[src/rtl/piso_serializer_pkg.sv]
// Shared definitions for the register-stage family: FSM state encoding and a
// width helper used to size bit counters.
package piso_serializer_pkg;

    typedef enum logic {
        S_IDLE  = 1'b0,
        S_SHIFT = 1'b1
    } state_t;

    // Returns the number of bits needed to hold the values 0 .. value-1.
    function automatic int clog2(input int value);
        int result;
        int remaining;
        result    = 0;
        remaining = value - 1;
        while (remaining > 0) begin
            result    = result + 1;
            remaining = remaining >> 1;
        end
        return result;
    endfunction

endpackage

[src/rtl/piso_serializer_if.sv]
// Word handshake plus serial line of the PISO stage; master drives words and
// the bit pace, slave is the serializer.
interface piso_serializer_if #(
    parameter int WIDTH = 8
);

    logic [WIDTH-1:0] in_data;
    logic             in_valid;
    logic             in_ready;
    logic             shift_en;
    logic             serial_out;
    logic             serial_valid;
    logic             frame_last;
    logic             word_done;

    modport master (
        output in_data,
        output in_valid,
        output shift_en,
        input  in_ready,
        input  serial_out,
        input  serial_valid,
        input  frame_last,
        input  word_done
    );

    modport slave (
        input  in_data,
        input  in_valid,
        input  shift_en,
        output in_ready,
        output serial_out,
        output serial_valid,
        output frame_last,
        output word_done
    );

endinterface

[src/rtl/piso_serializer_bit_counter.sv]
// Loadable down-counter with decrement enable and zero flag; stops at zero
// rather than wrapping.
module piso_serializer_bit_counter #(
    parameter int COUNT_WIDTH = 3
) (
    input  logic                   clk,
    input  logic                   reset_n,
    input  logic                   load,
    input  logic [COUNT_WIDTH-1:0] load_value,
    input  logic                   dec,
    output logic                   zero
);

    logic [COUNT_WIDTH-1:0] count;

    // A load always wins over a decrement so a back-to-back reload is clean.
    always_ff @(posedge clk) begin
        if (!reset_n) begin
            count <= '0;
        end else if (load) begin
            count <= load_value;
        end else if (dec && (count != '0)) begin
            count <= count - 1'b1;
        end
    end

    assign zero = (count == '0);

endmodule

[src/rtl/piso_serializer.sv]
// Parallel-in/serial-out stage: takes one word per valid/ready handshake and
// shifts it onto serial_out one bit per shift_en edge, streaming without gaps.
module piso_serializer
    import piso_serializer_pkg::*;
#(
    parameter int WIDTH     = 8,
    parameter bit MSB_FIRST = 1'b1
) (
    input  logic                clk,
    input  logic                reset_n,
    piso_serializer_if.slave    bus
);

    localparam int              COUNT_WIDTH = clog2(WIDTH);
    localparam logic [COUNT_WIDTH-1:0] LAST_INDEX = COUNT_WIDTH'(WIDTH - 1);

    state_t           state;
    state_t           state_next;
    logic [WIDTH-1:0] shift_reg;
    logic             count_zero;
    logic             ready;
    logic             accept;
    logic             advance;
    logic             consume_last;
    logic             word_done_q;

    always_ff @(posedge clk) begin
        if (!reset_n) begin
            state <= S_IDLE;
        end else begin
            state <= state_next;
        end
    end

    // Ready in SHIFT only when the last bit leaves at this edge, which lets a
    // new word load in the same cycle and keeps the stream gap-free.
    always_comb begin
        state_next   = state;
        ready        = 1'b0;
        advance      = 1'b0;
        consume_last = 1'b0;
        case (state)
            S_IDLE: begin
                ready = 1'b1;
            end
            S_SHIFT: begin
                ready        = count_zero & bus.shift_en;
                advance      = ~count_zero & bus.shift_en;
                consume_last = count_zero & bus.shift_en;
                if (consume_last) begin
                    state_next = S_IDLE;
                end
            end
            default: begin
                state_next = S_IDLE;
            end
        endcase
        accept = ready & bus.in_valid;
        if (accept) begin
            state_next = S_SHIFT;
        end
    end

    always_ff @(posedge clk) begin
        if (!reset_n) begin
            shift_reg   <= '0;
            word_done_q <= 1'b0;
        end else begin
            word_done_q <= consume_last;
            if (accept) begin
                shift_reg <= bus.in_data;
            end else if (advance) begin
                if (MSB_FIRST) begin
                    shift_reg <= {shift_reg[WIDTH-2:0], 1'b0};
                end else begin
                    shift_reg <= {1'b0, shift_reg[WIDTH-1:1]};
                end
            end
        end
    end

    piso_serializer_bit_counter #(
        .COUNT_WIDTH (COUNT_WIDTH)
    ) u_bit_counter (
        .clk        (clk),
        .reset_n    (reset_n),
        .load       (accept),
        .load_value (LAST_INDEX),
        .dec        (advance),
        .zero       (count_zero)
    );

    assign bus.in_ready     = ready;
    assign bus.serial_valid = (state == S_SHIFT);
    assign bus.serial_out   = (state == S_SHIFT) &
                              (MSB_FIRST ? shift_reg[WIDTH-1] : shift_reg[0]);
    assign bus.frame_last   = (state == S_SHIFT) & count_zero;
    assign bus.word_done    = word_done_q;

endmodule

[src/flat_wrapper.sv]
// flat-port wrapper written by rule: the top's interface ports become plain ports
module piso_serializer_flat import piso_serializer_pkg::*;
#(
    parameter int WIDTH     = 8,
    parameter bit MSB_FIRST = 1'b1
)
  (clk, reset_n, bus_in_data, bus_in_valid, bus_shift_en, bus_in_ready, bus_serial_out, bus_serial_valid, bus_frame_last, bus_word_done);
  piso_serializer_if #(.WIDTH(WIDTH)) bus_i ();
  input  logic clk;
  input  logic reset_n;
  input wire logic [$bits(bus_i.in_data)-1:0] bus_in_data;
  input wire logic [$bits(bus_i.in_valid)-1:0] bus_in_valid;
  input wire logic [$bits(bus_i.shift_en)-1:0] bus_shift_en;
  output wire logic [$bits(bus_i.in_ready)-1:0] bus_in_ready;
  output wire logic [$bits(bus_i.serial_out)-1:0] bus_serial_out;
  output wire logic [$bits(bus_i.serial_valid)-1:0] bus_serial_valid;
  output wire logic [$bits(bus_i.frame_last)-1:0] bus_frame_last;
  output wire logic [$bits(bus_i.word_done)-1:0] bus_word_done;
  assign bus_i.in_data = bus_in_data;
  assign bus_i.in_valid = bus_in_valid;
  assign bus_i.shift_en = bus_shift_en;
  assign bus_in_ready = bus_i.in_ready;
  assign bus_serial_out = bus_i.serial_out;
  assign bus_serial_valid = bus_i.serial_valid;
  assign bus_frame_last = bus_i.frame_last;
  assign bus_word_done = bus_i.word_done;
  piso_serializer #(.WIDTH(WIDTH), .MSB_FIRST(MSB_FIRST)) u_core (.clk(clk), .reset_n(reset_n), .bus(bus_i));
endmodule
[config.mk]
export PLATFORM = sky130hd
export DESIGN_NAME = piso_serializer_flat
export DESIGN_NICKNAME = d
export VERILOG_FILES = /design/src/rtl/piso_serializer_pkg.sv /design/src/rtl/piso_serializer_if.sv /design/src/rtl/piso_serializer_bit_counter.sv /design/src/rtl/piso_serializer.sv /design/src/flat_wrapper.sv
export SDC_FILE = /design/constraint.sdc
export NUM_CORES = 1
export LEC_CHECK = 0
export BUFFER_PORTS_ARGS = -buffer_cell sky130_fd_sc_hd__buf_2
export CORE_MARGIN = 3
export CORE_UTILIZATION = 54
export DETAILED_ROUTE_END_ITERATION = 10
export GPL_TIMING_DRIVEN = 1
export PLACE_DENSITY = 0.83
export SETUP_SLACK_MARGIN = 0.2
export SLEW_MARGIN = 20
export SYNTH_ARGS = -nofsm -noshare
export SYNTH_HDL_FRONTEND = slang
export SYNTH_SLANG_ARGS = --single-unit
[constraint.sdc]
create_clock -name clk -period 2.7 [get_ports clk]
set_input_delay 0.135 -clock clk [delete_from_list [all_inputs] [get_ports clk]]
set_output_delay 0.135 -clock clk [all_outputs]
set_load 0.01 [all_outputs]
# --- Word level (Yosys, flattened, before mapping) ---
# Index checks and enable logic that the tools add are counted.
word_totals:
  regBits: 13
  wordCells: 27
classes:
  mux: 9
  n_addsub: 1
  bitwise: 7
  reduce_logical: 6
ops:
  columns: ["operator", "count"]
  rows:
  - ["$mux W8", 2]
  - ["$mux W3", 2]
  - ["$and A1 B1 Y1", 5]
  - ["$mux W1", 4]
  - ["$reduce_bool A2 Y1", 2]
  - ["$logic_not A3 Y1", 1]
  - ["$reduce_bool A3 Y1", 1]
  - ["$sub A3 B1 Y3 const B", 1]
  - ["$not A1 Y1", 2]
  - ["$pmux W1 S2", 1]
  - ["$reduce_and A2 Y1", 1]
  - ["$logic_and A1 B1 Y1", 1]

# --- Longest topological paths before layout ---
# Gate-level depths: netlist of the first run.
depth:
  word_depth: 7
  mapped_depth: 6

# --- Hierarchy ---
# Synthesis of the first run repeated with hierarchy kept, for this count alone.
unflattened:
  hier_cells: 70
  hier_area_um2: 659.4
by_module_without_submodules:
  columns: ["mod", "seq_area_each_um2", "area_each_um2", "instances", "cells_per_inst"]
  rows:
  - ["piso_serializer", 200.2, 474.2, 1, 49]
  - ["piso_serializer_bit_counter", 60.1, 185.2, 1, 21]

# --- Least setup slack after synthesis of the first run ---
# No wires, ideal clock.
synth_timing:
  path_type: "register to register"
  startpoint: "register u_core.u_bit_counter.count[0]"
  endpoint: "register u_core.shift_reg[1]"
  required_ns: 2.561
  arrival_time_ns: 1.222
  path_stages_with_launch: 7
  period_less_slack_ns: 1.361
  path_slack_ns: 1.339
  setup_ns: 0.139
  path_cell_list: "dfxtp_1 > inv_1 > ha_1 > and2b_1 > buf_2 > o21ai_0 > a311oi_2"
synth_via:
  elab_chain_cells: 5
  elab_cells_between_ends: 9
  classes_between: "mux (3); bitwise (4); reduce/logical (2)"
synth_lines:
  columns: ["item", "line_no", "rtl"]
  rows:
  - ["start: declaration", "piso_serializer_bit_counter.sv:14", "logic [COUNT_WIDTH-1:0] count;"]
  - ["start signal: assignment", "piso_serializer_bit_counter.sv:21", "count <= load_value;"]
  - ["start signal: assignment", "piso_serializer_bit_counter.sv:23", "count <= count - 1'b1;"]
  - ["$logic_not A3 Y1 (*)", "piso_serializer_bit_counter.sv:27", "assign zero = (count == '0);"]
  - ["$and A1 B1 Y1 / $not A1 Y1 (equally long branches)", "piso_serializer.sv:47, piso_serializer.sv:48", null]
  - ["$pmux W1 S2 / $and A1 B1 Y1 (equally long branches)", "piso_serializer.sv:42, piso_serializer.sv:48", null]
  - ["$and A1 B1 Y1 / $mux W1 (equally long branches)", "piso_serializer.sv:58, piso_serializer.sv:42", null]
  - ["$mux W8 / $reduce_bool A2 Y1 (equally long branches)", null, null]
  - ["end signal: assignment", "piso_serializer.sv:71", "shift_reg <= bus.in_data;"]
  - ["end signal: assignment", "piso_serializer.sv:74", "shift_reg <= {shift_reg[WIDTH-2:0], 1'b0};"]
  - ["end signal: assignment", "piso_serializer.sv:76", "shift_reg <= {1'b0, shift_reg[WIDTH-1:1]};"]
  - ["end: declaration", "piso_serializer.sv:19", "logic [WIDTH-1:0] shift_reg;"]
# Every way passes the cells marked *; elsewhere a longest branch is shown, timed or not.
# A chain may end at the register's enable or synchronous reset.

# --- Worst setup path in the final report of the first run ---
layout_timing:
  startpoint: "register u_core.u_bit_counter.count[0]"
  endpoint: "output bus_frame_last"
layout_via:
  elab_chain_cells: 2
layout_lines:
  columns: ["item", "line_no", "rtl"]
  rows:
  - ["$logic_not A3 Y1", "piso_serializer_bit_counter.sv:27", null]
  - ["$and A1 B1 Y1", "piso_serializer.sv:97", "assign bus.frame_last = (state == S_SHIFT) & count_zero;"]
  - ["end: declaration", "flat_wrapper.sv:17", "output wire logic [$bits(bus_i.frame_last)-1:0] bus_frame_last;"]
# No other way between the ends.

==> results.yml, run 1 <==
clock_network:
  ctsResizeCount: 0
  post_cts_buffers: 0
  htreeDepth: 1
  numCtsBuffers: 3
  cts_sinks: 13
  ctsHoldBuffers: 0
  cts_tree: "built"
  cts_buffer_depth: 2
  clock-root-buffer: "clkbuf_4"
  clk_latency_ns: 0.28
  path_clk_slew_ns: 0.08
final_layout:
  area_growth_pct: 11.4
  multi_input_area_um2: 405
  num_antenna_cells: 0
  drive_gt1_frac: 0.280
  largest_reg_flops: 8
  final_nets: 108
  final_cells: 107
  num-fill-cells: 103
  seq_area_um2: 260
  final_util: 0.681
timing:
  tightest_slew_ns: 0.465
  setup_ws_ns: 0.990
  slew_violations: 0
  maxSlewHeadroom: 0.690
  hold_slack_ns: 0.113
  fin_crit_sh: 0.633
  fin_crit_ns: 1.71
  setup_violations: 0
  fin_setup_tns_ns: 0
  rsz0062_at_grt: "no"
  max_freq_ghz: 0.585
  fin_skew_ns: 0.00155
  finalHoldViolCount: 0
power_and_ir_drop:
  ir_worst_vdd_mv: 0.288
  p_per_area_nw_per_um2: 546
  p_leak_uw: 0.000313
worst_setup_path:
  path_class: "reg2out"
  worstPathMaxFanout: 12
  path_cells: "inv_1, ha_1, and2b_1, and2_1, buf_2"
  setup.worst_path.end_class: "output port"
  critPathArrivalTime_ns: 1.57
  slowest_stage: "and2b_1"
  slowest_delay_ns: 0.34
  cp_data_required_time_ns: 2.57
  path_buf_inv: 2
  cp_top_family: "simple AND/OR/NAND/NOR gates"
  startpoint_type: "flop"
routing:
  met3_length_um: 97
  wl_met1_um: 736
  drt-initial-drc-count: 29
  ant_nets: 0
  first_pass_iters: 4
  highest_layer: "met4"
  remaining_drc_errors: 0
  vias_per_cell: 6.16
  met2_wirelength_um: 712
  wirelength_um: 1560
  post_drt_wl_per_cell_um: 14.6
  num_vias: 659
placed_design:
  hpwl_um: 1110
  place_ws_ns: 1.08
  place.gp.congestion: 0.804
  dp.cells: 103
  portBuffers: 16
floorplanning:
  die-width_um: 42.7
  die_h_um: 42.7
  initial_core_util: 0.612
  coreArea_um2: 1190
  die_area_um2: 1820
  row_count: 12
  io_pins: 17
logic_synthesis:
  synth_top_cell_by_area: "dfxtp_1"
  synth_seq_cells: 13
  synthTopCellsByArea: "dfxtp_1 (36%), a311oi_2 (12%), a211oi_1 (7.2%), o21ai_0 (6.9%), nand3_1 (5.5%)"
  synth_area_um2: 726
  syn_inst: 80
  synth.avg_cell_area_um2: 9.07
  synth_cell_types: 26
  syn_nets: 94
  synth.top_cell.area_share: 0.359
  yosysSeqAreaShare: 0.359
  yosys_warnings: 0
global_route:
  grt_use_total: 0.185
  grt_overflow: 0
  first_global_vias: 578
  antenna_found_initial: 0
  grt_max_degree: 16
  grt_pass1_wl_um: 2590
hold_path:
  holdCritPathClass: "in2reg"
run:
  max-cap-violations: 0
status:
  status: "completed"
metal layers:
metal,vias up,GRT usage
met5,-,0
met4,0,0.0621
met3,4,0.0720
met2,19,0.266
met1,305,0.250
li1,331,-
power breakdown:
group	switching [µW]	internal (µW)
Clock	62.7	57.4
Sequential	12.6	209
Combinational	60.6	39.2
Total	136	305
worst register-to-register path, stage by stage (launching register included):
cell and delay, ns:
dfxtp_1 0.60, nand2_1 0.33, or4_1 0.47, a31oi_1 0.16
final cells by class:
class                           count  share of cell area
Clock buffer                        4              0.0325
Inverter                            5              0.0232
Multi-Input combinational cell     55               0.502
Sequential cell                    13               0.322
Tap cell                           14              0.0217
Timing Repair Buffer               16              0.0991
cell families after synthesis:
logic type | count (synthesis) | share of synthesized area
AOI/OAI and AO/OA | 31 | 0.336
adders and majority gates | 2 | 0.0345
buffers and inverters | 12 | 0.0827
DFF | 13 | 0.359
muxes | 1 | 0.0138
and+or+nand+nor | 21 | 0.174
cell usage after synthesis:
| cell | number |
|---|---|
| a21o_1 | 1 |
| a31oi_1 | 3 |
| nor3_1 | 1 |
| ha_1 | 2 |
| nand2b_1 | 1 |
| buf_6 | 1 |
| mux2i_1 | 1 |
| o21ai_0 | 10 |
| a21oi_1 | 2 |
| a311oi_1 | 1 |
| clkinv_1 | 1 |
| nand2_1 | 4 |
| or4_1 | 1 |
| clkbuf_1 | 2 |
| a211oi_1 | 7 |
| a311oi_2 | 6 |
| and2b_1 | 1 |
| inv_1 | 4 |
| and2_1 | 3 |
| buf_2 | 3 |
| o22ai_1 | 1 |
| nand3_1 | 8 |
| dfxtp_1 | 13 |
| or3_1 | 1 |
| nand3b_4 | 1 |
| buf_4 | 1 |
path summary, 6_finish.rpt:
check	startpoint	end	slack, ns	depth (start not counted)
hold reg to reg	u_core.shift_reg[0]	u_core.shift_reg[0]	0.48	2
hold / removal	bus_in_data[0]	u_core.shift_reg[0]	0.11	3
setup reg to reg	u_core.bus.serial_valid	u_core.u_bit_counter.count[2]	1.07	3
setup / recovery	u_core.u_bit_counter.count[0]	bus_frame_last	0.99	5
per-stage QoR:
| step | power, µW | instance area [µm²] |
|---|---|---|
| after floorplan | 302 | 726 |
| after global placement | 321 | 782 |
| after detailed placement | 324 | 782 |
| after CTS | 444 | 808 |
| after global routing | 466 | 808 |
| final | 441 | 808 |
layout by cell type, fill, tap and decap left out:
cell,instances
and2_1,3
clkinv_1,1
or4_1,1
a21o_1,1
mux2i_1,1
dfxtp_1,13
nand2_1,4
nand3b_4,1
ha_1,2
nand2b_1,1
a311oi_1,1
nand3_1,8
o22ai_1,1
and2b_1,1
buf_2,16
a31oi_1,3
a21oi_1,2
clkbuf_1,1
a311oi_2,6
or3_1,1
o21ai_0,10
nor3_1,1
clkbuf_4,3
a211oi_1,7
inv_1,4
Power figures use the tool's default switching activity.
==> run 2: changes to the inputs <==
--- a/config.mk
+++ b/config.mk
@@ -7,10 +7,10 @@
 export LEC_CHECK = 0
 export BUFFER_PORTS_ARGS = -buffer_cell sky130_fd_sc_hd__buf_2
 export CORE_MARGIN = 3
-export CORE_UTILIZATION = 54
+export CORE_UTILIZATION = 50
 export DETAILED_ROUTE_END_ITERATION = 10
 export GPL_TIMING_DRIVEN = 1
-export PLACE_DENSITY = 0.83
+export PLACE_DENSITY = 0.78
 export SETUP_SLACK_MARGIN = 0.2
 export SLEW_MARGIN = 20
 export SYNTH_ARGS = -nofsm -noshare
==> constraint.sdc (replaced) <==
create_clock -name clk -period 1.76 [get_ports clk]
set_input_delay 0.088 -clock clk [delete_from_list [all_inputs] [get_ports clk]]
set_output_delay 0.088 -clock clk [all_outputs]
set_load 0.01 [all_outputs]
==> results.yml, run 2 (synthesis results as in run 1) <==
worst_setup_path:
  setup.worst_path.end_class: "output port"
  path_class: "reg2out"
  startpoint_type: "flop"
  ff2ff_path_depth: 5
  cp_data_required_time_ns: 1.67
  worstPathMaxFanout: 5
  critPathArrivalTime_ns: 1.39
final_layout:
  num_antenna_cells: 0
  final_cell_mix: "buf_2 (16), dfxtp_1 (13), o21ai_0 (10)"
  area_growth_pct: 18.8
  drive_gt1_frac: 0.337
  final_util: 0.646
  final_common_cell: "buf_2"
  largest_reg_flops: 8
  final_nets: 113
power_and_ir_drop:
  combPwrFrac: 0.266
  p_seq_frac: 0.473
  swShare: 0.310
  clock_power_share: 0.261
  p_int_uw: 489
  p_per_area_nw_per_um2: 823
  p_leak_uw: 0.000337
  switchingPower_uw: 220
  ir_worst_vdd_mv: 0.576
clock_network:
  cts_sinks: 13
  ctsHoldBuffers: 0
  clk_latency_ns: 0.27
  clock-root-buffer: "clkbuf_4"
  htreeDepth: 1
  numCtsBuffers: 3
  cts_tree: "built"
  path_clk_slew_ns: 0.08
  cts_buffer_depth: 2
floorplanning:
  die-width_um: 44.1
  initial_core_util: 0.544
  coreArea_um2: 1330
  row_count: 13
  die_area_um2: 1940
  io_pins: 17
  die_h_um: 44.1
timing:
  fin_crit_ns: 1.48
  fin_setup_tns_ns: 0
  maxSlewHeadroom: 0.673
  finalHoldViolCount: 0
  fin_skew_ns: 0.00134
  tightest_slew_ns: 0.490
  slew_violations: 0
  setup_violations: 0
  fin_crit_sh: 0.842
  rsz0062_at_grt: "yes"
  max_freq_ghz: 0.675
routing:
  wirelength_um: 1690
  ant_nets: 0
  num_vias: 696
  post_drt_wl_per_cell_um: 15.0
  drt-initial-drc-count: 15
  vias_per_cell: 6.16
  remaining_drc_errors: 0
  first_pass_iters: 4
run:
  max-cap-violations: 0
placed_design:
  portBuffers: 16
  place.gp.congestion: 0.783
  hpwl_um: 1120
global_route:
  grt_max_degree: 14
  grt_pass1_wl_um: 2640
  first_global_vias: 598
  grt_overflow: 0
  antenna_found_initial: 0
  grt_use_total: 0.181
hold_path:
  holdCritPathClass: "in2reg"
  holdPathStages: 3
status:
  status: "completed"
==> run 2: cell types whose count changed in the layout (fill, tap and decap cells not counted) <==
cell,before,now
a21o_1,1,0
ha_1,2,1
ha_4,0,1
buf_4,0,4
a21o_2,0,1
and2b_2,0,1
==> run 2: area by class of cell <==
class	instances	area (µm²)
clock buffer	4	26.3
multi-input combinational	56	428
timing repair buffer	20	110
sequential	13	260
fill	126	472
inverter	5	18.8
tap	15	18.8
==> run 2: stage by stage <==
stage	std cells	setup slack (ns)	hold slack, ns	instance area, µm²	total power, µW
2_1_floorplan	80	0.399	0.238	726	463
3_3_place_gp	106	0.250	0.357	798	499
3_5_place_dp	106	0.210	0.356	798	504
4_1_cts	113	0.176	0.0585	850	706
5_1_grt	113	0.193	0.0713	862	753
6_report	113	0.278	0.0673	862	709
==> run 2: power groups by stage <==
stage	Sequential [µW]	Clock [µW]	Combinational [µW]
6_report	336	185	189
5_1_grt	338	207	207
4_1_cts	335	193	178
3_5_place_dp	341	0	162
3_3_place_gp	341	0	159
2_1_floorplan	338	0	125
==> run 2: worst max-delay path: stages (launching register included) <==
cell,delay (ns)
dfxtp_1,0.33
inv_1,0.09
ha_4,0.19
and2b_2,0.23
and2_1,0.15
buf_2,0.13
==> run 2: timing repair <==
item                                    in CTS  in global routing
endpoints found under the setup margin       1                 10
hold endpoints to repair                     0                  0
gates cloned                                 1                  0
resized for setup                            2                  2
setup buffers                                2                  0
==> run 2: layer usage <==
metal | part of all wire | GRT usage | routed length, µm
met5 | 0 | 0 | 0
met4 | 0.0071 | 0.0542 | 12
met3 | 0.072 | 0.0610 | 121
met2 | 0.47 | 0.259 | 793
met1 | 0.45 | 0.256 | 764
==> run 2: path summary, 6_finish.rpt <==
path                                            end                          start  slack, ns
worst max register to register  u_core.shift_reg[5]  u_core.u_bit_counter.count[0]       0.30
worst min-delay path            u_core.shift_reg[0]                 bus_in_data[0]       0.07
worst min register to register  u_core.shift_reg[0]            u_core.shift_reg[0]       0.48
worst max-delay path                 bus_frame_last  u_core.u_bit_counter.count[0]       0.28
==> run 3: changes to the inputs <==
--- a/config.mk
+++ b/config.mk
@@ -5,12 +5,13 @@
 export SDC_FILE = /design/constraint.sdc
 export NUM_CORES = 1
 export LEC_CHECK = 0
+export ABC_AREA = 1
 export BUFFER_PORTS_ARGS = -buffer_cell sky130_fd_sc_hd__buf_2
 export CORE_MARGIN = 3
-export CORE_UTILIZATION = 50
+export CORE_UTILIZATION = 52
 export DETAILED_ROUTE_END_ITERATION = 10
 export GPL_TIMING_DRIVEN = 1
-export PLACE_DENSITY = 0.78
+export PLACE_DENSITY = 0.8
 export SETUP_SLACK_MARGIN = 0.2
 export SLEW_MARGIN = 20
 export SYNTH_ARGS = -nofsm -noshare
==> constraint.sdc (replaced) <==
create_clock -name clk -period 1.5 [get_ports clk]
set_input_delay 0.075 -clock clk [delete_from_list [all_inputs] [get_ports clk]]
set_output_delay 0.075 -clock clk [all_outputs]
set_load 0.01 [all_outputs]
==> results.yml, run 3 <==
status:
  status: "completed"
logic_synthesis:
  synth_common_cells: "nand2_1 (19), nand3_1 (18), dfxtp_1 (13), inv_1 (13), nand3_2 (8)"
  synthFlopType: "dfxtp_1"
  synth_edf_count: 0
  yosysSeqAreaShare: 0.329
  syn_nets: 114
  synth_seq_cells: 13
  synth_area_um2: 792
  yosysMostFrequentCell: "nand2_1"
  synth.avg_cell_area_um2: 7.92
  synth_top_cell_by_area: "dfxtp_1"
  async_reset_ff_frac: 0
  synth.top_cell.area_share: 0.329
  synth_cell_types: 21
  yosys_warnings: 0
  syn_inst: 100
  synthTopCellsByArea: "dfxtp_1 (33%), nand3_1 (11%), nand3_2 (10%), nand2_1 (9.0%), a21oi_2 (7.7%)"
timing:
  max_freq_ghz: 0.759
  finalHoldViolCount: 0
  fin_skew_ns: 0.00557
  setup_violations: 0
  fin_setup_tns_ns: 0
  tightest_slew_ns: 0.488
  slew_violations: 0
  rsz0062_at_grt: "yes"
  fin_crit_sh: 0.878
  fin_crit_ns: 1.32
  setup_ws_ns: 0.183
  maxSlewHeadroom: 0.675
  hold_slack_ns: 0.0693
routing:
  vias_per_cell: 5.30
  wirelength_um: 1710
  drt-initial-drc-count: 21
  num_vias: 732
  first_pass_iters: 4
  ant_nets: 0
  post_drt_wl_per_cell_um: 12.4
  remaining_drc_errors: 0
global_route:
  grt_max_degree: 20
  first_global_vias: 596
  grt_use_total: 0.185
  antenna_found_initial: 0
  grt_overflow: 0
  grt_pass1_wl_um: 2720
final_layout:
  fin_area_um2: 998
  seq_area_um2: 263
  final_nets: 138
  multi_input_area_um2: 463
  area_growth_pct: 26.1
  num-fill-cells: 115
  largest_reg_flops: 8
  final_common_cell: "nand2_1"
  num_antenna_cells: 0
  final_cell_mix: "nand2_1 (17), buf_2 (15), nand3_1 (14)"
  drive_gt1_frac: 0.480
clock_network:
  cts_tree: "built"
  cts_sinks: 13
  numCtsBuffers: 3
  htreeDepth: 1
  cts_buffer_depth: 2
  path_clk_slew_ns: 0.08
  clk_latency_ns: 0.28
  clock-root-buffer: "clkbuf_4"
floorplanning:
  coreArea_um2: 1370
  io_pins: 17
  initial_core_util: 0.580
  row_count: 13
  die_h_um: 45.0
  die-width_um: 45.0
  die_area_um2: 2030
placed_design:
  dpl_cell_area_um2: 862
  place.gp.congestion: 0.814
  portBuffers: 16
  place_ws_ns: 0.138
  hpwl_um: 1060
worst_setup_path:
  startpoint_type: "flop"
  cp_data_required_time_ns: 1.65
  setup.worst_path.end_class: "flop"
  path_class: "reg2reg"
  critPathArrivalTime_ns: 1.47
  worstPathMaxFanout: 9
power_and_ir_drop:
  power_uw: 906
  p_leak_uw: 0.000476
  p_per_area_nw_per_um2: 908
  ir_worst_vdd_mv: 0.568
run:
  max-cap-violations: 0
hold_path:
  holdCritPathClass: "in2reg"
run 3: cell families after synthesis:
group,share of synthesized area
AO/OA/AOI/OAI,0.109
XOR/XNOR,0.0111
adder cells (fa/ha/maj),0.0316
buffers and inverters,0.134
flip-flops,0.329
AND/OR/NAND/NOR,0.385
run 3: where the power goes:
group | internal [µW] | switching [µW] | leakage [µW]
logic | 122 | 159 | 0.000353
clock network | 103 | 119 | 0.0000150
registers | 379 | 24.3 | 0.000108
run 3: worst paths after layout:
check                                      from                   to  slack (ns)  depth (start not counted)
setup / recovery  u_core.u_bit_counter.count[0]  u_core.shift_reg[5]        0.18                          9
hold / removal                   bus_in_data[0]  u_core.shift_reg[0]        0.07                          3
setup reg to reg  u_core.u_bit_counter.count[0]  u_core.shift_reg[5]        0.18                          9
hold reg to reg             u_core.shift_reg[1]  u_core.shift_reg[1]        0.49                          2
run 3: worst max-delay path: stages, from the launching register on:
cell and delay [ns]:
dfxtp_2 0.33, inv_2 0.08, ha_4 0.16, nand3_2 0.07, nand2_2 0.10, buf_6 0.13
buf_12 0.12, nand3_1 0.07, nand2_1 0.09, a21oi_2 0.05
run 3: per-stage QoR:
stage,cells,util
final,138,0.731
after global routing,138,0.731
after CTS,137,0.707
after detailed placement,128,0.631
after global placement,128,0.631
after floorplan,100,-
run 3: metal layers:
metal / share of wire / track usage / vias up
met1: 0.52 / 0.274 / 337
met4: 0.016 / 0.0702 / 0
met2: 0.41 / 0.251 / 22
met5: 0 / 0 / -
li1: - / - / 368
met3: 0.053 / 0.0478 / 5
run 3: cell type report:
class                      instances  share of cell area
multi-input combinational         67               0.464
sequential                        13               0.263
timing repair buffer              23               0.158
inverter                          16              0.0702
clock buffer                       4              0.0263
tap                               15              0.0188
run 3: timing repair:
action                     in CTS  in global routing
pin swaps                       2                  8
setup endpoints to repair      13                 12
gates resized for setup         8                  6
hold buffers                    1                  0
hold endpoints to repair        1                  0
setup buffers                   4                  1
gates cloned                    0                  0
